`src/rtl/udp_tx_noc_in_pkg.sv`:
```
// rtl/udp_tx_noc_in_pkg.sv - shared types, widths and field layout for the UDP TX NoC receive stage
// Flit layouts are shared with the MRP TX NoC-out stage that builds these messages.
package udp_tx_noc_in_pkg;

  localparam int unsigned NOC_DATA_WIDTH  = 512;
  localparam int unsigned FLIT_BYTES      = NOC_DATA_WIDTH / 8;
  localparam int unsigned IP_ADDR_W       = 32;
  localparam int unsigned PORT_NUM_W      = 16;
  localparam int unsigned UDP_LENGTH_W    = 16;
  localparam int unsigned MAC_INTERFACE_W = NOC_DATA_WIDTH;
  localparam int unsigned MAC_PADBYTES_W  = $clog2(FLIT_BYTES);
  localparam int unsigned MSG_LEN_W       = 8;

  typedef enum logic [1:0] {RX_HDR, RX_META, TX_META, PASS_DATA} state_e;

  // Bit offsets let the datapath slice fields without unused struct members.
  localparam int unsigned HDR_MSG_LEN_LSB   = 24;
  localparam int unsigned META_LEN_LSB      = 0;
  localparam int unsigned META_DST_PORT_LSB = 16;
  localparam int unsigned META_SRC_PORT_LSB = 32;
  localparam int unsigned META_DST_IP_LSB   = 48;
  localparam int unsigned META_SRC_IP_LSB   = 80;
  localparam int unsigned META_USED_W       = 112;

  typedef struct packed {
    logic [NOC_DATA_WIDTH-48-1:0] rsvd;
    logic [7:0]                   dst_x;
    logic [7:0]                   dst_y;
    logic [MSG_LEN_W-1:0]         msg_len;
    logic [7:0]                   msg_type;
    logic [7:0]                   src_x;
    logic [7:0]                   src_y;
  } noc_hdr_t;

  typedef struct packed {
    logic [NOC_DATA_WIDTH-META_USED_W-1:0] rsvd;
    logic [IP_ADDR_W-1:0]                  src_ip;
    logic [IP_ADDR_W-1:0]                  dst_ip;
    logic [PORT_NUM_W-1:0]                 src_port;
    logic [PORT_NUM_W-1:0]                 dst_port;
    logic [UDP_LENGTH_W-1:0]               len;
  } meta_flit_t;

  function automatic int unsigned flits_for_len(input logic [UDP_LENGTH_W-1:0] len);
    return (32'(len) + FLIT_BYTES - 1) / FLIT_BYTES;
  endfunction

  function automatic logic [MAC_PADBYTES_W-1:0] pad_for_len(input logic [UDP_LENGTH_W-1:0] len);
    int unsigned r;
    r = (FLIT_BYTES - (32'(len) % FLIT_BYTES)) % FLIT_BYTES;
    return r[MAC_PADBYTES_W-1:0];
  endfunction

endpackage

```
`src/rtl/udp_tx_noc_in_ctrl.sv`:
```
// rtl/udp_tx_noc_in_ctrl.sv - message FSM and NoC/engine handshakes
// Meta valid is registered; the data path is a combinational cut-through in PASS_DATA.
module udp_tx_noc_in_ctrl
  import udp_tx_noc_in_pkg::*;
(
  input  logic clk,
  input  logic rst_n,
  input  logic noc_val_i,
  input  logic meta_rdy_i,
  input  logic data_rdy_i,
  input  logic hdr_len_zero_i,
  input  logic data_left_zero_i,
  input  logic data_left_one_i,
  output logic noc_rdy_o,
  output logic hdr_fire_o,
  output logic meta_fire_o,
  output logic data_fire_o,
  output logic meta_val_o,
  output logic data_val_o,
  output logic data_last_o
);

  state_e state_q;
  logic   meta_val_q;

  always_comb begin
    noc_rdy_o   = 1'b0;
    data_val_o  = 1'b0;
    data_last_o = 1'b0;
    case (state_q)
      RX_HDR, RX_META: noc_rdy_o = 1'b1;
      PASS_DATA: begin
        noc_rdy_o   = data_rdy_i;
        data_val_o  = noc_val_i;
        data_last_o = data_left_one_i;
      end
      default: ;
    endcase
  end

  assign hdr_fire_o  = (state_q == RX_HDR)    && noc_val_i;
  assign meta_fire_o = (state_q == RX_META)   && noc_val_i;
  assign data_fire_o = (state_q == PASS_DATA) && noc_val_i && data_rdy_i;
  assign meta_val_o  = meta_val_q;

  always_ff @(posedge clk or negedge rst_n) begin
    if (!rst_n) begin
      state_q    <= RX_HDR;
      meta_val_q <= 1'b0;
    end else begin
      case (state_q)
        RX_HDR: begin
          // A zero-length header carries no meta flit; stay here for the next header.
          if (hdr_fire_o && !hdr_len_zero_i) state_q <= RX_META;
        end
        RX_META: begin
          if (meta_fire_o) begin
            state_q    <= TX_META;
            meta_val_q <= 1'b1;
          end
        end
        TX_META: begin
          if (meta_rdy_i) begin
            meta_val_q <= 1'b0;
            state_q    <= data_left_zero_i ? RX_HDR : PASS_DATA;
          end
        end
        PASS_DATA: begin
          if (data_fire_o && data_left_one_i) state_q <= RX_HDR;
        end
        default: state_q <= RX_HDR;
      endcase
    end
  end

endmodule

```
`src/rtl/udp_tx_noc_in_datap.sv`:
```
// rtl/udp_tx_noc_in_datap.sv - field capture, flit countdown, padbytes and length check
// The header's flit count drives framing; the meta length only feeds padbytes and len_err.
module udp_tx_noc_in_datap
  import udp_tx_noc_in_pkg::*;
(
  input  logic                       clk,
  input  logic                       rst_n,
  input  logic [NOC_DATA_WIDTH-1:0]  flit_i,
  input  logic                       hdr_fire_i,
  input  logic                       meta_fire_i,
  input  logic                       data_fire_i,
  input  logic                       data_last_i,
  output logic                       hdr_len_zero_o,
  output logic                       data_left_zero_o,
  output logic                       data_left_one_o,
  output logic [IP_ADDR_W-1:0]       src_ip_o,
  output logic [IP_ADDR_W-1:0]       dst_ip_o,
  output logic [PORT_NUM_W-1:0]      src_port_o,
  output logic [PORT_NUM_W-1:0]      dst_port_o,
  output logic [UDP_LENGTH_W-1:0]    len_o,
  output logic [MAC_INTERFACE_W-1:0] data_o,
  output logic [MAC_PADBYTES_W-1:0]  padbytes_o,
  output logic                       len_err_o
);

  logic [MSG_LEN_W-1:0]    msg_len_q;
  logic [MSG_LEN_W-1:0]    data_left_q, data_left_d;
  logic [MSG_LEN_W-1:0]    data_left_init;
  logic [UDP_LENGTH_W-1:0] meta_len;
  logic                    len_err_q, len_err_d;
  logic                    len_mismatch;

  assign hdr_len_zero_o   = (flit_i[HDR_MSG_LEN_LSB +: MSG_LEN_W] == '0);
  assign meta_len         = flit_i[META_LEN_LSB +: UDP_LENGTH_W];
  assign data_left_init   = msg_len_q - MSG_LEN_W'(1);
  assign len_mismatch     = flits_for_len(meta_len) != 32'(data_left_init);
  assign data_left_zero_o = (data_left_q == '0);
  assign data_left_one_o  = (data_left_q == MSG_LEN_W'(1));
  assign data_o           = flit_i;
  assign padbytes_o       = data_last_i ? pad_for_len(len_o) : '0;
  assign len_err_o        = len_err_q;

  always_comb begin
    data_left_d = data_left_q;
    if (meta_fire_i)      data_left_d = data_left_init;
    else if (data_fire_i) data_left_d = data_left_q - MSG_LEN_W'(1);
    len_err_d = (hdr_fire_i && hdr_len_zero_o) || (meta_fire_i && len_mismatch);
  end

  always_ff @(posedge clk or negedge rst_n) begin
    if (!rst_n) begin
      msg_len_q   <= '0;
      data_left_q <= '0;
      len_err_q   <= 1'b0;
      src_ip_o    <= '0;
      dst_ip_o    <= '0;
      src_port_o  <= '0;
      dst_port_o  <= '0;
      len_o       <= '0;
    end else begin
      data_left_q <= data_left_d;
      len_err_q   <= len_err_d;
      if (hdr_fire_i) msg_len_q <= flit_i[HDR_MSG_LEN_LSB +: MSG_LEN_W];
      if (meta_fire_i) begin
        src_ip_o   <= flit_i[META_SRC_IP_LSB   +: IP_ADDR_W];
        dst_ip_o   <= flit_i[META_DST_IP_LSB   +: IP_ADDR_W];
        src_port_o <= flit_i[META_SRC_PORT_LSB +: PORT_NUM_W];
        dst_port_o <= flit_i[META_DST_PORT_LSB +: PORT_NUM_W];
        len_o      <= meta_len;
      end
    end
  end

endmodule

```
`src/rtl/udp_tx_noc_in.sv`:
```
// rtl/udp_tx_noc_in.sv - NoC receive stage turning MRP messages into UDP TX meta + payload
// Message framing: header flit, metadata flit, then msg_len-1 data flits.
module udp_tx_noc_in
  import udp_tx_noc_in_pkg::*;
(
  input  logic                       clk,
  input  logic                       rst_n,
  input  logic                       noc0_ctovr_udp_tx_in_val,
  input  logic [NOC_DATA_WIDTH-1:0]  noc0_ctovr_udp_tx_in_data,
  output logic                       udp_tx_in_noc0_ctovr_rdy,
  output logic                       udp_tx_in_udp_engine_tx_meta_val,
  output logic [IP_ADDR_W-1:0]       udp_tx_in_udp_engine_tx_src_ip,
  output logic [IP_ADDR_W-1:0]       udp_tx_in_udp_engine_tx_dst_ip,
  output logic [PORT_NUM_W-1:0]      udp_tx_in_udp_engine_tx_src_port,
  output logic [PORT_NUM_W-1:0]      udp_tx_in_udp_engine_tx_dst_port,
  output logic [UDP_LENGTH_W-1:0]    udp_tx_in_udp_engine_tx_len,
  input  logic                       udp_engine_udp_tx_in_tx_meta_rdy,
  output logic                       udp_tx_in_udp_engine_tx_data_val,
  output logic [MAC_INTERFACE_W-1:0] udp_tx_in_udp_engine_tx_data,
  output logic                       udp_tx_in_udp_engine_tx_data_last,
  output logic [MAC_PADBYTES_W-1:0]  udp_tx_in_udp_engine_tx_data_padbytes,
  input  logic                       udp_engine_udp_tx_in_tx_data_rdy,
  output logic                       udp_tx_in_len_err
);

  logic hdr_fire, meta_fire, data_fire;
  logic hdr_len_zero, data_left_zero, data_left_one;

  udp_tx_noc_in_ctrl u_ctrl (
    .clk              (clk),
    .rst_n            (rst_n),
    .noc_val_i        (noc0_ctovr_udp_tx_in_val),
    .meta_rdy_i       (udp_engine_udp_tx_in_tx_meta_rdy),
    .data_rdy_i       (udp_engine_udp_tx_in_tx_data_rdy),
    .hdr_len_zero_i   (hdr_len_zero),
    .data_left_zero_i (data_left_zero),
    .data_left_one_i  (data_left_one),
    .noc_rdy_o        (udp_tx_in_noc0_ctovr_rdy),
    .hdr_fire_o       (hdr_fire),
    .meta_fire_o      (meta_fire),
    .data_fire_o      (data_fire),
    .meta_val_o       (udp_tx_in_udp_engine_tx_meta_val),
    .data_val_o       (udp_tx_in_udp_engine_tx_data_val),
    .data_last_o      (udp_tx_in_udp_engine_tx_data_last)
  );

  udp_tx_noc_in_datap u_datap (
    .clk              (clk),
    .rst_n            (rst_n),
    .flit_i           (noc0_ctovr_udp_tx_in_data),
    .hdr_fire_i       (hdr_fire),
    .meta_fire_i      (meta_fire),
    .data_fire_i      (data_fire),
    .data_last_i      (udp_tx_in_udp_engine_tx_data_last),
    .hdr_len_zero_o   (hdr_len_zero),
    .data_left_zero_o (data_left_zero),
    .data_left_one_o  (data_left_one),
    .src_ip_o         (udp_tx_in_udp_engine_tx_src_ip),
    .dst_ip_o         (udp_tx_in_udp_engine_tx_dst_ip),
    .src_port_o       (udp_tx_in_udp_engine_tx_src_port),
    .dst_port_o       (udp_tx_in_udp_engine_tx_dst_port),
    .len_o            (udp_tx_in_udp_engine_tx_len),
    .data_o           (udp_tx_in_udp_engine_tx_data),
    .padbytes_o       (udp_tx_in_udp_engine_tx_data_padbytes),
    .len_err_o        (udp_tx_in_len_err)
  );

endmodule
```
`config.mk`:
```
export PLATFORM = sky130hd
export DESIGN_NAME = udp_tx_noc_in
export DESIGN_NICKNAME = d
export VERILOG_FILES = /design/src/rtl/udp_tx_noc_in_pkg.sv /design/src/rtl/udp_tx_noc_in_ctrl.sv /design/src/rtl/udp_tx_noc_in_datap.sv /design/src/rtl/udp_tx_noc_in.sv
export SDC_FILE = /design/constraint.sdc
export NUM_CORES = 1
export LEC_CHECK = 0
export CAP_MARGIN = 5
export CORE_AREA = 2 2 444 446
export DETAILED_ROUTE_END_ITERATION = 8
export DIE_AREA = 0 0 446 448
export GPL_ROUTABILITY_DRIVEN = 0
export PLACE_DENSITY_LB_ADDON = 0.05
export SETUP_SLACK_MARGIN = 0.05
export SKIP_LAST_GASP = 1
export SYNTH_ARGS = -nofsm -noshare
export SYNTH_HDL_FRONTEND = slang
export SYNTH_SLANG_ARGS = --single-unit
```
`constraint.sdc`:
```
create_clock -name clk -period 5.3 [get_ports clk]
set_input_delay 1.06 -clock clk [delete_from_list [all_inputs] [get_ports clk]]
set_output_delay 1.06 -clock clk [all_outputs]
set_load 0.005 [all_outputs]
```
==> reports/metrics.yaml <==
r2r_slack_ps: 2750
post_cts_buffers: 0
synth_seq_cells: 132
design_area_um2: 13300
grt_pass1_vias: 7243
rsz0062_at_grt: "no"
synth_cell_type_count: 47
syn_avg_cell_area_um2: 8.11
r2r-start: "u_datap.msg_len_q[0]$_DFFE_PN0P_"
endpoint: "udp_tx_in_udp_engine_tx_data_padbytes[1]"
end_kind: "output pin"
cp_max_fo: 6
cts_max_path_buffers: 2
final_antenna_net_count: 0
grt-ovfl-total: 0
cp.arrival_ps: 3060
final_common_cell: "nand2_1"
core_um2: 195000
synth_edf_count: 0
status: "completed"
fillers: 22800
clock_latency_ps: 510
firstDrtPassIters: 4
hp-class: "register to register"
cp-start-kind: "register"
via_count: 6597
required_ps: 4240
drc: 0
crit_type: "register to output pin"
clk_pin_slew_worst_paths_ps: 70
period_share_pct: 77.7
routed_via_density: 1.83
ctsHtreeMaxLevel: 4
cts_buffers: 17
placed_area_um2: 12700
yosysWarnings: 0
seq_area_frac_synth_pct: 33.5
hold_buffers: 0
cts_tree: "done"
cts_resized: 0
grt_max_degree: 76
finalSetupViolations: 0
ys.flop_type: "dfrtp_1"
dieHeight_um: 448
drt-initial-drc-count: 225
start_util_pct: 5.07
rr_endpoint: "u_datap.len_err_o$_DFF_PN0_"
hold_viol: 0
totalWireLength_um: 48800
rows: 162
crit_chain: "or3_1 > nor4_1 > nand4_1 > inv_1 > and2_1 > clkdlybuf4s50_1"
cap_violations: 0
netlist_area_um2: 9870
fmax_mhz: 243
relSlewSlack_pct: 37.3
powerDensity_nw_per_um2: 418
synthTopCellsByArea: "buf_4 (39%), dfrtp_1 (33%), nand2_1 (14%), xnor2_1 (2.3%), nor2_1 (1.0%)"
setup.worst_path.start: "u_datap.data_left_q[2]$_DFFE_PN0P_"
instances_no_fill: 3605
syn2layout_area_growth_pct: 34.6
slowest_delay_ps: 510
period_needed_ps: 4120
synth.top_cell.area_share_pct: 39.0
peakVddDrop_uv: 187
fin_setup_tns_ps: 0
cp_slowest_cell: "clkdlybuf4s50_1"
synth_nets: 1740
placedCellCount: 3572
worstMarginPinSlew_ps: 940
grt_use_total_pct: 4.78
clock_sinks: 132
nNetsFinal: 1573
dieArea_um2: 200000
finClkSkew_ps: 20.7
maxSlewViolCount: 0
mostFrequentLayoutCells: "nand2_1 (354), clkdlybuf4s50_1 (350), dfrtp_1 (132)"
async_reset_ff_share_pct: 100
wl_per_cell_um: 13.5
rr_worst_depth: 9
portBuffers: 351
io_pins: 1152
total_power_mw: 5.55
die_w_um: 446
p_leak_nw: 4.74
drive_gt1_share_pct: 5.65
root_buffer: "clkbuf_16"
yosysTopAreaCell: "buf_4"
dp_hpwl_um: 37700
antenna_found_initial: 5
synthesis.instances: 1216
grt_first_pass_wirelength_um: 63900
-- cell families (layout without fill, tap and decap cells) --
kind of cell / count (synthesis) / count (layout) / share of synthesized area (%)
flip-flops: 132 / 132 / 33.5
AND/OR/NAND/NOR: 443 / 443 / 18.6
adder cells (fa/ha/maj): 7 / 7 / 0.888
buffers and inverters: 554 / 400 / 40.6
XOR/XNOR: 33 / 33 / 2.93
other: 0 / 1 / 0
multiplexers: 8 / 8 / 0.888
AO/OA/AOI/OAI: 39 / 39 / 2.63
-- flip-flops by register name, indices dropped and copies added (netlist names) --
register,flops
u_ctrl.state_q,2
u_datap.dst_port_o,16
u_datap.src_port_o,16
u_datap.len_err_o,1
u_datap.len_o,16
u_datap.src_ip_o,32
u_ctrl.meta_val_o,1
u_datap.msg_len_q,8
u_datap.data_left_q,8
u_datap.dst_ip_o,32
-- stage by stage --
step / util (%) / hold WS, ps / worst slack (ps)
2_1_floorplan: - / 470 / 2660
3_3_place_gp: 6.52 / 460 / 1410
3_5_place_dp: 6.52 / 463 / 1410
4_1_cts: 6.82 / 480 / 930
5_1_grt: 6.82 / 491 / 888
6_report: 6.82 / 474 / 1180
-- where the power goes --
group	internal (mW)	switching (mW)	total [mW]
registers	1.47	0.317	1.78
clock network	0.712	0.629	1.34
logic	1.22	1.20	2.42
total	3.40	2.15	5.55
-- worst max-delay path: cells and delay by family (launching register included) --
kind / cells / cell delay (ps)
simple gates: 4 / 1440
buf+inv: 2 / 700
flops: 1 / 420
-- cells in the mapped netlist, types with 2 or more instances --
library cell    n
nand3_2         2
clkbuf_1       25
inv_1           9
nand3_1        10
nor4_1          7
o21ai_0        11
buf_1           3
ha_1            7
a221oi_1        2
nand2_1       355
nand2b_1        3
buf_4         512
nor2_1         27
xnor2_1        26
o221ai_1        2
dfrtp_1       132
and2_1          4
nor2b_1         2
and3_1          6
xor2_1          7
or2_2           2
a31oi_1         3
a21oi_1         7
buf_2           5
nor3_1         13
nor3_2          2
mux2i_1         2
nand4_1         4
o22ai_1         3
mux2_2          6
-- per-layer routing --
| metal | part of all wire (%) | GRT usage (%) |
|---|---|---|
| met1 | 31 | 4.10 |
| met2 | 57 | 9.14 |
| met3 | 8.2 | 2.29 |
| met4 | 3.9 | 2.35 |
| met5 | 0 | 0 |
-- worst min path at each step --
| stage | slack, ps | start | cells after the start | to |
|---|---|---|---|---|
| final | 470 | u_datap.dst_ip_o[3]$_DFFE_PN0P_ | 2 | u_datap.dst_ip_o[3]$_DFFE_PN0P_ |
| after global routing | 490 | u_datap.src_ip_o[2]$_DFFE_PN0P_ | 2 | u_datap.src_ip_o[2]$_DFFE_PN0P_ |
| after CTS | 480 | u_datap.dst_ip_o[29]$_DFFE_PN0P_ | 2 | u_datap.dst_ip_o[29]$_DFFE_PN0P_ |
| after detailed placement | 460 | u_datap.dst_ip_o[3]$_DFFE_PN0P_ | 2 | u_datap.dst_ip_o[3]$_DFFE_PN0P_ |
| after global placement | 460 | u_datap.dst_ip_o[2]$_DFFE_PN0P_ | 2 | u_datap.dst_ip_o[2]$_DFFE_PN0P_ |
| after floorplan | 470 | u_datap.dst_ip_o[0]$_DFFE_PN0P_ | 2 | u_datap.dst_ip_o[0]$_DFFE_PN0P_ |
-- final cells by class --
cell class                      instances  area, um2  share of cell area (%)
Clock buffer                           19        443                    3.34
Antenna cell                            1       2.50                  0.0188
Clock inverter                         13        149                    1.12
Inverter                                9       33.8                   0.254
Timing Repair Buffer                  359       3600                    27.1
Tap cell                             2542       3180                    24.0
Sequential cell                       132       3300                    24.9
Multi-Input combinational cell        530       2560                    19.3
Power figures use the tool's default switching activity.
